==> src/rtl/tiles_bus_bridge.sv <==
// ---------------------------------------------------------------------------
// TilesBusBridge : Avalon-MM slave that gives a CPU access to the tilemap,
// tileset and palette block RAMs of the tile renderer. It can also
// block-fill the tilemap with a single tile value.
//
// Parameters
//   AUTO_INC : 1 = TM/TS/PAL address registers step after each data write
//
// Optional feature
//   `define TILES_BUS_BRIDGE_FILL_EN to build FILL_LEN, FILL_CTRL, the FILL
//   state and STATUS.busy. Without it, registers 6..8 read 0 and ignore
//   writes, and the bridge never stalls for a fill.
//
// Ports
//   mem_clk, mem_reset_n           : clock, synchronous active-low reset
//   chipselect/write/read/address/
//   writedata/readdata/waitrequest : Avalon-MM slave (16 word registers)
//   tm_*                           : tilemap RAM  (8192 x 8)
//   ts_*                           : tileset RAM  (16384 x 4)
//   palette_*                      : palette RAM  (16 x 24, {B,G,R})
//
// Register map: 0 TM_ADDR, 1 TM_DATA, 2 TS_ADDR, 3 TS_DATA, 4 PAL_ADDR,
//   5 PAL_DATA, 6 FILL_LEN, 7 FILL_CTRL, 8 STATUS, 9..15 read 0.
// ---------------------------------------------------------------------------
module tiles_bus_bridge #(
    parameter int AUTO_INC = 1
) (
    input  logic        mem_clk,
    input  logic        mem_reset_n,
    input  logic        chipselect,
    input  logic        write,
    input  logic        read,
    input  logic [3:0]  address,
    input  logic [31:0] writedata,
    output logic [31:0] readdata,
    output logic        waitrequest,
    output logic [12:0] tm_address,
    output logic        tm_we,
    output logic [7:0]  tm_din,
    input  logic [7:0]  tm_dout,
    output logic [13:0] ts_address,
    output logic        ts_we,
    output logic [3:0]  ts_din,
    input  logic [3:0]  ts_dout,
    output logic [3:0]  palette_address,
    output logic        palette_we,
    output logic [23:0] palette_din,
    input  logic [23:0] palette_dout
);

    typedef enum logic [1:0] {IDLE, RD_WAIT, FILL} state_t;

    state_t      r_state;
    logic [12:0] r_tmAddr;
    logic [13:0] r_tsAddr;
    logic [3:0]  r_palAddr;
    logic        r_tmWe, r_tsWe, r_palWe;
    logic [7:0]  r_tmDin;
    logic [3:0]  r_tsDin;
    logic [23:0] r_palDin;
    logic [1:0]  r_rdSel;
`ifdef TILES_BUS_BRIDGE_FILL_EN
    logic [12:0] r_fillLen;
    logic [12:0] r_fillCnt;
`endif

    logic w_wrReq, w_rdReq, w_dataAddr, w_busy;
    logic w_unused;

    // A simultaneous read and write is a write; the read is ignored.
    assign w_wrReq    = chipselect && write;
    assign w_rdReq    = chipselect && read && !write;
    assign w_dataAddr = (address == 4'd1) || (address == 4'd3) || (address == 4'd5);
    assign w_busy     = (r_state == FILL);
    assign w_unused   = ^writedata[31:24];

    // During a fill the TM_ADDR register itself is the fill pointer, so the
    // RAM address ports can always come straight from the address registers.
    assign tm_address      = r_tmAddr;
    assign ts_address      = r_tsAddr;
    assign palette_address = r_palAddr;
    assign tm_we           = r_tmWe;
    assign tm_din          = r_tmDin;
    assign ts_we           = r_tsWe;
    assign ts_din          = r_tsDin;
    assign palette_we      = r_palWe;
    assign palette_din     = r_palDin;

    // Stall rules: data reads need one extra cycle for the RAM to return
    // data, and a running fill holds off everything except STATUS polling.
    always_comb begin
        waitrequest = 1'b0;
        case (r_state)
            IDLE:    waitrequest = w_rdReq && w_dataAddr;
            RD_WAIT: waitrequest = w_wrReq;
            FILL:    waitrequest = w_wrReq || (w_rdReq && (address != 4'd8));
            default: waitrequest = 1'b0;
        endcase
    end

    // Read mux. In RD_WAIT the RAM's own registered output is presented;
    // otherwise register reads are answered combinationally in one cycle.
    always_comb begin
        readdata = '0;
        if (r_state == RD_WAIT) begin
            case (r_rdSel)
                2'd0:    readdata = {24'b0, tm_dout};
                2'd1:    readdata = {28'b0, ts_dout};
                default: readdata = {8'b0, palette_dout};
            endcase
        end else if (w_rdReq) begin
            case (address)
                4'd0:    readdata = {19'b0, r_tmAddr};
                4'd2:    readdata = {18'b0, r_tsAddr};
                4'd4:    readdata = {28'b0, r_palAddr};
`ifdef TILES_BUS_BRIDGE_FILL_EN
                4'd6:    readdata = {19'b0, r_fillLen};
                4'd8:    readdata = {31'b0, w_busy};
`endif
                default: readdata = '0;
            endcase
        end
    end

    // Main FSM and register file. Write strobes default low so each data
    // write yields a single-cycle pulse. The post-increment happens on the
    // edge that ends the pulse, so the RAM writes at the old address; an
    // explicit address-register write in that same cycle takes priority.
    always_ff @(posedge mem_clk) begin
        if (!mem_reset_n) begin
            r_state   <= IDLE;
            r_tmAddr  <= '0;
            r_tsAddr  <= '0;
            r_palAddr <= '0;
            r_tmWe    <= 1'b0;
            r_tsWe    <= 1'b0;
            r_palWe   <= 1'b0;
            r_tmDin   <= '0;
            r_tsDin   <= '0;
            r_palDin  <= '0;
            r_rdSel   <= '0;
`ifdef TILES_BUS_BRIDGE_FILL_EN
            r_fillLen <= '0;
            r_fillCnt <= '0;
`endif
        end else begin
            r_tmWe  <= 1'b0;
            r_tsWe  <= 1'b0;
            r_palWe <= 1'b0;
            if (AUTO_INC != 0) begin
                if (r_tmWe && (r_state != FILL)) r_tmAddr <= r_tmAddr + 13'd1;
                if (r_tsWe)  r_tsAddr  <= r_tsAddr + 14'd1;
                if (r_palWe) r_palAddr <= r_palAddr + 4'd1;
            end
            case (r_state)
                IDLE: begin
                    if (w_wrReq) begin
                        case (address)
                            4'd0: r_tmAddr  <= writedata[12:0];
                            4'd1: begin r_tmWe  <= 1'b1; r_tmDin  <= writedata[7:0];  end
                            4'd2: r_tsAddr  <= writedata[13:0];
                            4'd3: begin r_tsWe  <= 1'b1; r_tsDin  <= writedata[3:0];  end
                            4'd4: r_palAddr <= writedata[3:0];
                            4'd5: begin r_palWe <= 1'b1; r_palDin <= writedata[23:0]; end
`ifdef TILES_BUS_BRIDGE_FILL_EN
                            4'd6: r_fillLen <= writedata[12:0];
                            4'd7: begin
                                if (r_fillLen != 13'd0) begin
                                    r_tmWe    <= 1'b1;
                                    r_tmDin   <= writedata[7:0];
                                    r_fillCnt <= r_fillLen;
                                    r_state   <= FILL;
                                end
                            end
`endif
                            default: ;
                        endcase
                    end else if (w_rdReq && w_dataAddr) begin
                        r_rdSel <= address[2:1];
                        r_state <= RD_WAIT;
                    end
                end
                RD_WAIT: r_state <= IDLE;
`ifdef TILES_BUS_BRIDGE_FILL_EN
                // One tilemap word per cycle; the strobe stays up until the
                // last word has been presented.
                FILL: begin
                    r_tmAddr  <= r_tmAddr + 13'd1;
                    r_fillCnt <= r_fillCnt - 13'd1;
                    if (r_fillCnt == 13'd1) r_state <= IDLE;
                    else                    r_tmWe  <= 1'b1;
                end
`endif
                default: r_state <= IDLE;
            endcase
        end
    end

endmodule
==> config.mk <==
export PLATFORM = sky130hd
export DESIGN_NAME = tiles_bus_bridge
export DESIGN_NICKNAME = d
export VERILOG_FILES = /design/src/rtl/tiles_bus_bridge.sv
export SDC_FILE = /design/constraint.sdc
export NUM_CORES = 1
export LEC_CHECK = 0
export ABC_AREA = 0
export BUFFER_PORTS_ARGS = -buffer_cell sky130_fd_sc_hd__buf_2
export CORE_MARGIN = 4
export CORE_UTILIZATION = 45
export DETAILED_ROUTE_END_ITERATION = 6
export GPL_TIMING_DRIVEN = 0
export PLACE_DENSITY = 0.79
export RECOVER_POWER = 100
export SLEW_MARGIN = 40
export SYNTH_ARGS = -nofsm -noshare
export SYNTH_HDL_FRONTEND = slang
export SYNTH_SLANG_ARGS = --single-unit
==> constraint.sdc <==
create_clock -name mem_clk -period 2.4 [get_ports mem_clk]
set_input_delay 0.12 -clock mem_clk [delete_from_list [all_inputs] [get_ports mem_clk]]
set_output_delay 0.12 -clock mem_clk [all_outputs]
set_load 0.05 [all_outputs]
==> flow_metrics.tcl <==
set metrics [dict create \
    htree_levels 3 \
    worst_slew_pin_slew_ps 684 \
    fin_cells 743 \
    numCtsBuffers 9 \
    highest_layer "met4" \
    via_per_inst 5.37 \
    gr-usage-all-layers_pct 24.9 \
    synth_ff_type "dfxtp_1" \
    antenna_left 0 \
    cap_violations 0 \
    clock_latency_ps 360 \
    fillers 772 \
    wl_per_cell_um 16.7 \
    drt_iter0_drc 225 \
    place_congestion 0.894 \
    rows 32 \
    initial_utilization_pct 47.2 \
    rsz0062_at_grt "false" \
    p_per_area_nw_per_um2 503 \
    gr-total-overflow 0 \
    dr_total_vias 3988 \
    yosysTopAreaCellShare_pct 39.4 \
    drt-met1-wl_um 5120 \
    p_leak_uw 0.00185 \
    layout-drive-gt1-share_pct 19.5 \
    start_kind "register" \
    die_w_um 98.7 \
    cts_tree "yes" \
    synth_common_cells "nand2_1 (80), dfxtp_1 (73), a21oi_1 (43), nor2_1 (37), o21ai_0 (29)" \
    antenna_found_initial 0 \
    worstSetupEndpointType "primary output" \
    cp.arrival_ps 2070 \
    crit_type "register to primary output" \
    tns_ps 0 \
    dr.pass1.iters 5 \
    setup-violations-final 0 \
    clock_sinks 73 \
    wl_um 12400 \
    skew_ps 9.94 \
    status "finished clean" \
    dp_hpwl_um 9820 \
    synthToLayoutAreaGrowth_pct 29.1 \
    synth_cell_types 40 \
    crit_path_max_fanout 9 \
    pin_count 180 \
    wl_met3_um 1120 \
    ir_drop_mv 0.365 \
    max-slew-margin-rel_pct 54.4 \
    max_clock_freq_mhz 456 \
    synth_edf_count 0 \
    cts_buffer_depth 2 \
    syn_area_um2 3700 \
    netlist_top_cells_area "dfxtp_1 (39%), nand2_1 (8.1%), a21oi_1 (5.8%), mux2i_1 (5.7%), xnor2_1 (4.3%)" \
    hold_viol_final 0 \
    n_antenna_cell 0 \
    core_um2 7850 \
    fp.dieArea_um2 9750 \
    yosysTopAreaCell "dfxtp_1" \
    synth_area_per_cell_um2 8.23 \
    finalCritPeriodShare_pct 91.3 \
    grt_pass1_vias 3836 \
    fp.dieH_um 98.7 \
    yosys_warnings 0 \
    io_buffer_count 162 \
    period_needed_ps 2190 \
    route.met2.wl_um 5990 \
    synth_cells 450 \
    slew_viol_final 0 \
    root_buffer "clkbuf_8" \
    synth.yosys.seq_area_share_pct 39.4 \
    nets 716 \
    yosys_register_bits 73 \
    grt_pass1_wl_um 19500 \
    drcViolationCount 0 \
    cp.required_ps 2280 \
    dp_cells 721 \
    grt_start_max_net_pins 14 \
    hp-class "primary input to register" \
    clk_pin_slew_worst_paths_ps 80 \
    async_flop_share_pct 0 \
    synth.most_common_cell "nand2_1" \
]
through the flow:
| stage | util, % | power (µW) | setup slack (ps) | hold WS, ps | instance area (µm²) |
|---|---|---|---|---|---|
| global route | 60.9 | 2480 | 110 | 5.25 | 4780 |
| detailed placement | 59.5 | 1540 | 132 | 369 | 4670 |
| finish | 60.9 | 2410 | 209 | 1.55 | 4780 |
| CTS | 62.7 | 2420 | 34.2 | 0.573 | 4920 |
| floorplan | - | 1430 | 133 | 256 | 3730 |
| global placement | 59.5 | 1540 | 145 | 360 | 4670 |
layout make-up:
cell class | instances | area [µm²] | share of cell area, %
plain buffers | 38 | 198 | 4.13
clock buffers | 10 | 138 | 2.88
clock inverters | 6 | 42.5 | 0.890
inverters | 1 | 3.75 | 0.0785
multi-input cells | 345 | 2040 | 42.7
flip-flops and latches | 73 | 1460 | 30.6
well taps | 102 | 128 | 2.67
repair buffers | 168 | 771 | 16.1
where the power goes:
group	internal, µW	total (µW)	switching [µW]
combinational	98.2	284	186
clock	404	884	479
sequential	1220	1240	15.3
total	1730	2410	681
final timing paths:
check	start	endpoint	slack (ps)	cells past startpoint
setup / recovery	r_state[0]	readdata[4]	210	4
hold / removal	writedata[15]	palette_din[15]	2	3
setup reg to reg	r_state[0]	palette_din[17]	350	7
hold reg to reg	palette_din[9]	palette_din[9]	460	2
critical path, stage by stage, from the launching register on:
cell	delay [ps]
dfxtp_1	370
nor4bb_4	410
nand3_2	250
o21ai_0	330
clkbuf_2	350
logic make-up (layout without fill, tap and decap cells):
family	Yosys count	after routing	synth area share (%)
adders and majority gates	3	3	1.01
other	1	8	0.101
and+or+nand+nor	172	172	22.4
xor gates and xnor gates	28	28	6.62
AOI/OAI and AO/OA	109	109	17.5
muxes	25	25	6.89
buffers and inverters	39	223	6.01
DFF	73	73	39.4
metal layers:
| layer | vias to the layer above | GRT usage [%] |
|---|---|---|
| met5 | - | 0 |
| met4 | 0 | 8.51 |
| met3 | 18 | 7.43 |
| met2 | 192 | 42.6 |
| met1 | 1844 | 29.8 |
| li1 | 1934 | - |
cells in the final DEF, fill, tap and decap left out, drive strengths merged:
cell type	count
nand2	82
conb	8
dlygate4sd3	6
mux2	4
clkbuf	125
ha	3
and2b	1
and4b	2
nor3	8
inv	2
and3	12
mux2i	21
or4bb	1
nor4	4
xor2	10
clkinvlp	2
and3b	1
a32o	1
nor4b	1
a22o	4
nand4	12
clkinv	3
nand3	7
o21ai	36
a22oi	13
nor4bb	1
xnor2	18
a21oi	43
buf	85
dfxtp	73
and2	2
a211oi	12
nor2	37
nand4b	1
sequential cells by signal (all words and copies together), names as in the netlist:
register / count
palette_address: 4
palette_din: 24
palette_we: 1
r_rdSel: 2
r_state: 1
tm_address: 13
tm_din: 8
tm_we: 1
ts_address: 14
ts_din: 4
ts_we: 1
timing repair:
| action | 4_1_cts | 5_1_grt |
|---|---|---|
| hold endpoints to repair | 6 | 0 |
| pin swaps | 0 | 0 |
| endpoints found under the setup margin | 9 | 1 |
| buffers inserted | 0 | 0 |
| cloned | 0 | 0 |
| hold buffers | 6 | 0 |
| gates resized for setup | 2 | 1 |
Note: power is estimated with default switching activity, not from simulation.
